==> config.mk <==
export PLATFORM = sky130hd
export DESIGN_NAME = vliw_fetch_unit
export DESIGN_NICKNAME = d
export VERILOG_FILES = /design/src/rtl/vliw_pkg.sv /design/src/rtl/fetch_queue2.sv /design/src/rtl/vliw_fetch_unit.sv
export SDC_FILE = /design/constraint.sdc
export NUM_CORES = 1
export LEC_CHECK = 0
export CAP_MARGIN = 20
export CORE_MARGIN = 4
export CORE_UTILIZATION = 45
export CTS_CLUSTER_DIAMETER = 200
export CTS_CLUSTER_SIZE = 24
export DETAILED_ROUTE_END_ITERATION = 6
export PLACE_DENSITY = 0.75
export SYNTH_ARGS = -nofsm -noshare
export SYNTH_HDL_FRONTEND = slang
export SYNTH_HIERARCHICAL = 1
export SYNTH_SLANG_ARGS = --single-unit
==> constraint.sdc <==
create_clock -name clk -period 8.25 [get_ports clk]
set_input_delay 1.2375 -clock clk [delete_from_list [all_inputs] [get_ports clk]]
set_output_delay 1.2375 -clock clk [all_outputs]
set_load 0.05 [all_outputs]
==> src/rtl/vliw_pkg.sv <==
// Shared definitions for the VLIW front end: NOP bundle, fetch FSM states,
// default instruction-memory address width.
package vliw_pkg;

  localparam int DEFAULT_ADDR_W = 16;

  localparam logic [31:0] NOP_BUNDLE = 32'h0;

  typedef enum logic [1:0] {
    ST_IDLE,
    ST_REQ,
    ST_FULL,
    ST_DROP
  } fetch_state_t;

endpackage

==> src/rtl/fetch_queue2.sv <==
// Two-entry {bundle, pc} FIFO between the fetch FSM and the IF/ID register.
// Flush empties it in one cycle and wins over push and pop.
module fetch_queue2
  import vliw_pkg::*;
#(
  parameter int ADDR_W = DEFAULT_ADDR_W
) (
  input  logic              clk,
  input  logic              reset,
  input  logic              flush,
  input  logic              push,
  input  logic [31:0]       push_bundle,
  input  logic [ADDR_W-1:0] push_pc,
  input  logic              pop,
  output logic              valid,
  output logic [31:0]       head_bundle,
  output logic [ADDR_W-1:0] head_pc,
  output logic [1:0]        count
);

  logic [31:0]       bundle0, bundle1;
  logic [ADDR_W-1:0] pc0, pc1;
  logic              do_pop, do_push;

  assign do_pop  = pop && (count != 2'd0);
  assign do_push = push && ((count != 2'd2) || do_pop);

  // Entry 0 is always the head; entry 1 only ever holds the younger bundle.
  always_ff @(posedge clk) begin
    if (!reset || flush) begin
      count <= 2'd0;
    end else begin
      case ({do_push, do_pop})
        2'b10: begin
          if (count == 2'd0) begin
            bundle0 <= push_bundle;
            pc0     <= push_pc;
          end else begin
            bundle1 <= push_bundle;
            pc1     <= push_pc;
          end
          count <= count + 2'd1;
        end
        2'b01: begin
          bundle0 <= bundle1;
          pc0     <= pc1;
          count   <= count - 2'd1;
        end
        2'b11: begin
          if (count == 2'd1) begin
            bundle0 <= push_bundle;
            pc0     <= push_pc;
          end else begin
            bundle0 <= bundle1;
            pc0     <= pc1;
            bundle1 <= push_bundle;
            pc1     <= push_pc;
          end
        end
        default: ;
      endcase
    end
  end

  assign valid       = (count != 2'd0);
  assign head_bundle = valid ? bundle0 : NOP_BUNDLE;
  assign head_pc     = pc0;

endmodule

==> src/rtl/vliw_fetch_unit.sv <==
// Instruction fetch for the two-slot VLIW core: one outstanding memory read,
// a two-bundle queue in front of IF/ID, and redirect/flush handling.
module vliw_fetch_unit
  import vliw_pkg::*;
#(
  parameter int                ADDR_W   = DEFAULT_ADDR_W,
  parameter logic [ADDR_W-1:0] RESET_PC = '0
) (
  input  logic              clk,
  input  logic              reset,
  input  logic              stall,
  input  logic              redirect,
  input  logic [ADDR_W-1:0] redirect_pc,
  output logic              imem_req,
  output logic [ADDR_W-1:0] imem_addr,
  input  logic              imem_ack,
  input  logic [31:0]       imem_rdata,
  output logic              if_valid,
  output logic [31:0]       instr2Word,
  output logic [ADDR_W-1:0] if_pc
);

  fetch_state_t      state;
  logic [ADDR_W-1:0] pc, pc_inc;
  logic              q_valid;
  logic [31:0]       q_bundle;
  logic [ADDR_W-1:0] q_pc;
  logic [1:0]        q_count;
  logic              deq, enq, goes_full;

  assign pc_inc    = pc + ADDR_W'(1);
  assign deq       = q_valid && !stall;
  assign enq       = (state == ST_REQ) && imem_ack && !redirect;
  // In REQ the queue holds at most one bundle, so a push without a pop fills it.
  assign goes_full = enq && !deq && (q_count != 2'd0);

  fetch_queue2 #(.ADDR_W(ADDR_W)) u_queue (
    .clk         (clk),
    .reset       (reset),
    .flush       (redirect),
    .push        (enq),
    .push_bundle (imem_rdata),
    .push_pc     (pc),
    .pop         (deq),
    .valid       (q_valid),
    .head_bundle (q_bundle),
    .head_pc     (q_pc),
    .count       (q_count)
  );

  // imem_addr only moves when a new request starts, so DROP keeps the old address.
  always_ff @(posedge clk) begin
    if (!reset) begin
      state     <= ST_IDLE;
      pc        <= RESET_PC;
      imem_req  <= 1'b0;
      imem_addr <= RESET_PC;
    end else begin
      case (state)
        ST_IDLE: begin
          state    <= ST_REQ;
          imem_req <= 1'b1;
          if (redirect) begin
            pc        <= redirect_pc;
            imem_addr <= redirect_pc;
          end else begin
            imem_addr <= pc;
          end
        end
        ST_REQ: begin
          if (redirect) begin
            pc <= redirect_pc;
            if (imem_ack) begin
              state     <= ST_REQ;
              imem_addr <= redirect_pc;
            end else begin
              state <= ST_DROP;
            end
          end else if (imem_ack) begin
            pc <= pc_inc;
            if (goes_full) begin
              state    <= ST_FULL;
              imem_req <= 1'b0;
            end else begin
              imem_addr <= pc_inc;
            end
          end
        end
        ST_FULL: begin
          if (redirect) begin
            state     <= ST_REQ;
            pc        <= redirect_pc;
            imem_req  <= 1'b1;
            imem_addr <= redirect_pc;
          end else if (deq) begin
            state     <= ST_REQ;
            imem_req  <= 1'b1;
            imem_addr <= pc;
          end
        end
        ST_DROP: begin
          if (redirect) begin
            pc <= redirect_pc;
          end
          if (imem_ack) begin
            state     <= ST_REQ;
            imem_addr <= redirect ? redirect_pc : pc;
          end
        end
        default: begin
          state    <= ST_IDLE;
          imem_req <= 1'b0;
        end
      endcase
    end
  end

  assign if_valid   = q_valid;
  assign instr2Word = q_bundle;
  assign if_pc      = q_valid ? q_pc : pc;

endmodule

# Yosys cells after proc, flatten, opt, wreduce, memory -nomap -nowiden
# Index checks and enable logic that the tools add are counted.
[op_classes] n_mux=41 n_eq_ne=19 reduce_logical=26 addsub=3 n_bitwise=1
[op_table] operator="two-way mux 16 bit" count=15
[op_table] operator="two-way mux 32 bit" count=5
[op_table] operator="one-hot mux 32 bit (3 select lines)" count=1
[op_table] operator="one-hot mux 16 bit (2 select lines)" count=2
[op_table] operator="one-hot mux 16 bit (4 select lines)" count=1
[op_table] operator="one-hot mux 32 bit (2 select lines)" count=1
[op_table] operator="one-hot mux 16 bit (3 select lines)" count=1
[op_table] operator="adder 16 x 1 -> 16 bit (second input constant)" count=1
[op_table] operator="two-way mux 2 bit" count=7
[op_table] operator="!= test 2 bit (second input constant)" count=7
[op_table] operator="!= test 3 bit (second input constant)" count=4
[op_table] operator="AND reduction 4 bit" count=3
[op_table] operator="equality test 2 bit (second input constant)" count=4
[op_table] operator="one-hot mux 2 bit (4 select lines)" count=1
[op_table] operator="logical AND 1 bit" count=7
[op_table] operator="equality test 2 x 1 -> 1 bit (second input constant)" count=3
[op_table] operator="nonzero test 2 bit" count=3
[op_table] operator="nonzero test 3 bit" count=2
[op_table] operator="two-way mux 1 bit" count=5
[op_table] operator="AND reduction 5 bit" count=1
[op_table] operator="logical NOT 1 bit" count=4
[op_table] operator="logical NOT 2 bit" count=2
[op_table] operator="one-hot mux 2 bit (2 select lines)" count=1
[op_table] operator="one-hot mux 1 bit (3 select lines)" count=1
[op_table] operator="other kinds (7)" count=8
[totals] register_bits=133 output_inout_bits=66 elab_cells=99 input_bits=53

# Longest topological paths before layout
[logic_depth] word_depth=9 ltp_mapped=11 depth_no_buf=8

# Modules after synthesis
# The synthesis kept the hierarchy.
[by_module_without_submodules] mod="fetch_queue2" cells_each=211 instances=1 seq_area_each_um2=2922.8 area_each_um2=3983.8
[by_module_without_submodules] mod="vliw_fetch_unit" cells_each=244 instances=1 seq_area_each_um2=700.7 area_each_um2=2117.0

# Least setup slack after synthesis
# No wires, ideal clock.
[synth_timing] kind="in2reg" startpoint="input port redirect" endpoint="register u_queue.bundle0[0], enable pin" t_required_ps=7723 setup_ps=527 path_slack_ps=1964 path_stages=6 arrival_ps=5759 path_cell_list="buf_2 -> nor3b_4 -> and2_1 -> nand2b_1 -> or2_2 -> a21boi_0"
[synth_between] elab_chain_cells=6 word_cells_on_any_way=11 classes_between="4 x eq/ne; 1 x bitwise; 6 x reduce/logical"
[synth_rtl] element="start: declaration" line_no="vliw_fetch_unit.sv:12" rtl="input logic redirect,"
[synth_rtl] element="logical NOT 1 bit *" line_no="vliw_fetch_unit.sv:33" rtl="assign enq = (state == ST_REQ) && imem_ack && !redirect;"
[synth_rtl] element="logical AND 1 bit *" line_no="vliw_fetch_unit.sv:33"
[synth_rtl] element="named net enq" line_no="vliw_fetch_unit.sv:29" rtl="logic deq, enq, goes_full;"
[synth_rtl] element="logical AND 1 bit *" line_no="fetch_queue2.sv:26" rtl="assign do_push = push && ((count != 2'd2) || do_pop);"
[synth_rtl] element="equality test 2 bit or equality test 2 x 1 -> 1 bit (tied branches)" line_no="fetch_queue2.sv:33" rtl="case ({do_push, do_pop})"
[synth_rtl] element="!= test 2 x 1 -> 1 bit (no line) or nonzero test 3 bit (tied branches)"
[synth_rtl] element="AND reduction 3 bit (no line) *"
[synth_rtl] element="end signal: assignment" line_no="fetch_queue2.sv:36" rtl="bundle0 <= push_bundle;"
[synth_rtl] element="end signal: assignment" line_no="fetch_queue2.sv:45" rtl="bundle0 <= bundle1;"
[synth_rtl] element="end signal: assignment" line_no="fetch_queue2.sv:51" rtl="bundle0 <= push_bundle;"
[synth_rtl] element="end: declaration" line_no="fetch_queue2.sv:21" rtl="logic [31:0] bundle0, bundle1;"
# Mark *: on every way through the listed nets, which the timed path passes. The rest lies on a longest branch.
# A chain may end at the register's enable or synchronous reset.

# Worst setup path after layout
[layout_timing] startpoint="register u_queue.count[0]" endpoint="output port if_pc[14]"
[layout_between] elab_chain_cells=2
[layout_rtl] element="start: declaration" line_no="fetch_queue2.sv:18" rtl="output logic [1:0] count"
[layout_rtl] element="start signal: assignment" line_no="fetch_queue2.sv:42" rtl="count <= count + 2'd1;"
[layout_rtl] element="start signal: assignment" line_no="fetch_queue2.sv:47" rtl="count <= count - 2'd1;"
[layout_rtl] element="nonzero test 2 bit" line_no="fetch_queue2.sv:65" rtl="assign valid = (count != 2'd0);"
[layout_rtl] element="two-way mux 16 bit" line_no="vliw_fetch_unit.sv:120" rtl="assign if_pc = q_valid ? q_pc : pc;"
[layout_rtl] element="end: declaration" line_no="vliw_fetch_unit.sv:20" rtl="output logic [ADDR_W-1:0] if_pc"
# No other way between the ends.

==> impl_metrics.ini <==
[setup_path]
worstPathArrival_ns = 2.83
worstPathMaxFanout = 21
critPathCaptureType = primary output
startpoint_type = flop
cp.required_ns = 7.01
setup.worst_path.class = reg -> out

[drt]
dr.first_iter.drc_count = 241
route.detailed.drc = 0
first_pass_iters = 4
wl_um = 13200
vias = 4023
via_per_inst = 5.28
post_drt_wl_per_cell_um = 17.4
ant_nets = 0

[pwr]
p_sw_share_pct = 23.2
p_sw_uw = 421
p_leak_nw = 2.86
pwr-share-clk_pct = 46.2
p_per_area_nw_per_um2 = 224
ir_worst_vdd_mv = 0.105
internal-power_mw = 1.39
p_comb_share_pct = 12.1
power_frac_seq_pct = 41.7

[clock_tree]
htree_levels = 4
cts_setup_buffers = 0
root_buffer = clkbuf_16
clock_sinks = 133
cts_buffers = 17
clkLatencyLatePin_ns = 0.41
hold_buffers = 0
cts_tree = built
clockBufferDepth = 2
postCtsResizedCells = 0
clkSlewWorstSetupHoldPaths_ns = 0.06

[sta]
timing.final.crit_share_pct = 49.3
max_slew_margin_pct = 42.4
finalHoldViolCount = 0
setup_viol = 0
post-route-min-period_ns = 4.07
rsz0062_at_grt = false
max_freq_mhz = 246
clock_skew_ns = 0.00854
finalMaxSlewViolations = 0
hold_ws_ns = 0.461
tightest_slew_ns = 0.859
tns_ns = 0

[global_routing]
grt.overflow.total = 0
grt_max_degree = 49
antenna_found_initial = 0
grt_pass1_wl_um = 21300
track_usage_pct = 17.2
grt_pass1_vias = 4039

[cells_and_area]
diodes = 0
area_growth_pct = 32.4
nets = 630
drive_above_1_share_pct = 20.8

[worst_hold_path]
timing.hold.worst.class = reg -> reg

[place]
io_buffers = 118
globalplace.congestion = 0.849
dp_hpwl_um = 8900

[yosys]
synthTopCellsByCount = edfxtp_1 (96), mux2_2 (44), dfxtp_1 (37), nand2_1 (34), nor2b_1 (33)
ys_seq_elements = 133
synth_area_leader_cell = edfxtp_1
synth_edf_count = 96
post-synth-top-count-cell = edfxtp_1
syn_inst = 455
synth.area.top_cells = edfxtp_1 (47%), dfxtp_1 (12%), mux2_2 (8.1%)
syn-num-nets = 512
synth_cell_types = 59
synth.yosys.warnings = 6
synth_top_area_share_pct = 47.3
async_flop_share_pct = 0
syn_area_per_cell_um2 = 13.4
syn_area_um2 = 6100
ys.flop_type = edfxtp_1
ys_seq_area_share_pct = 59.4

[die]
core_um2 = 13200
die_x_um = 124
die_y_um = 124
die-area_um2 = 15500
initial_core_util_pct = 46.1
io_pins = 119
num_rows = 42

[job]
maxCapViolCount = 0

[run_status]
status = finished clean
[critical path: stages, from the launching register on]
cell	delay, ns
dfxtp_1	0.38
inv_1	0.10
ha_1	0.22
inv_1	0.57
mux2_2	0.44
clkdlybuf4s50_1	0.71
[registers in the layout (all words and copies together), names as in the netlist]
register and count:
imem_addr 16, imem_req 1, pc 16, state 2, u_queue/bundle0 32, u_queue/bundle1 32
u_queue/count 2, u_queue/head_pc 16, u_queue/pc1 16
[power by group through the flow]
stage	combinational (mW)	clock, mW	sequential, mW
detailed placement	0.217	0	0.770
floorplan	0.118	0	0.787
CTS	0.218	0.853	0.756
finish	0.219	0.838	0.757
global route	0.231	0.883	0.759
global placement	0.214	0	0.769
[kinds of logic after synthesis]
group	Yosys count	share of synthesized area [%]
compound gates	68	6.67
xor+xnor	14	2.01
fa+ha+maj	4	0.820
buf+inv	34	3.32
flops	133	59.4
mux	71	14.2
simple gates	131	13.6
[layer usage]
layer  routed length, µm  share of wire, %  global-route usage, %
met1                6040                46                   23.0
met2                6050                46                   25.6
met3                 857               6.5                   5.62
met4                 290               2.2                   7.61
met5                   0                 0                      0
[area by class of cell]
cell class	count	area, µm²
timing repair buffer	123	1250
clock buffer	18	429
fill	1009	5160
clock inverter	14	230
sequential	133	3620
multi-input combinational	288	2290
tap	176	220
inverter	10	37.5
[layout by cell type, fill, tap and decap left out, types with 5 or more instances in the layout]
cell               n
edfxtp_1          96
nor2b_1           33
nand3_2            6
clkdlybuf4s50_1  118
nand2b_1           6
o21ai_0           20
dfxtp_1           37
mux2i_1            7
nand3_1           11
bufinv_16          6
xor2_1             9
o21ai_1            7
clkbuf_16         17
a21oi_1           20
nand2_1           34
mux2_2            44
xnor2_1            5
mux2_4            20
inv_1              9
[metrics by stage]
step                      utilization (%)  std cells  total power [mW]  setup slack, ns  instance area [µm²]
after floorplan                         -        455             0.905             1.96                 6100
after global placement               55.7        728             0.982             4.02                 7370
after detailed placement             55.7        728             0.987             3.93                 7370
after CTS                            60.6        760              1.83             4.12                 8030
after global routing                 61.0        762              1.87             4.02                 8080
final                                61.0        762              1.81             4.18                 8080
[final timing paths]
check / slack [ns] / endpoint / start / cells after the start
worst max-delay path: 4.18 / if_pc[14] / u_queue/count[0] / 5
worst min-delay path: 0.46 / imem_addr[10] / imem_addr[10] / 2
worst max register to register: 5.37 / imem_addr[4] / u_queue/count[0] / 8
worst min register to register: 0.46 / imem_addr[10] / imem_addr[10] / 2
No activity file was read; power rests on OpenSTA's default activity.
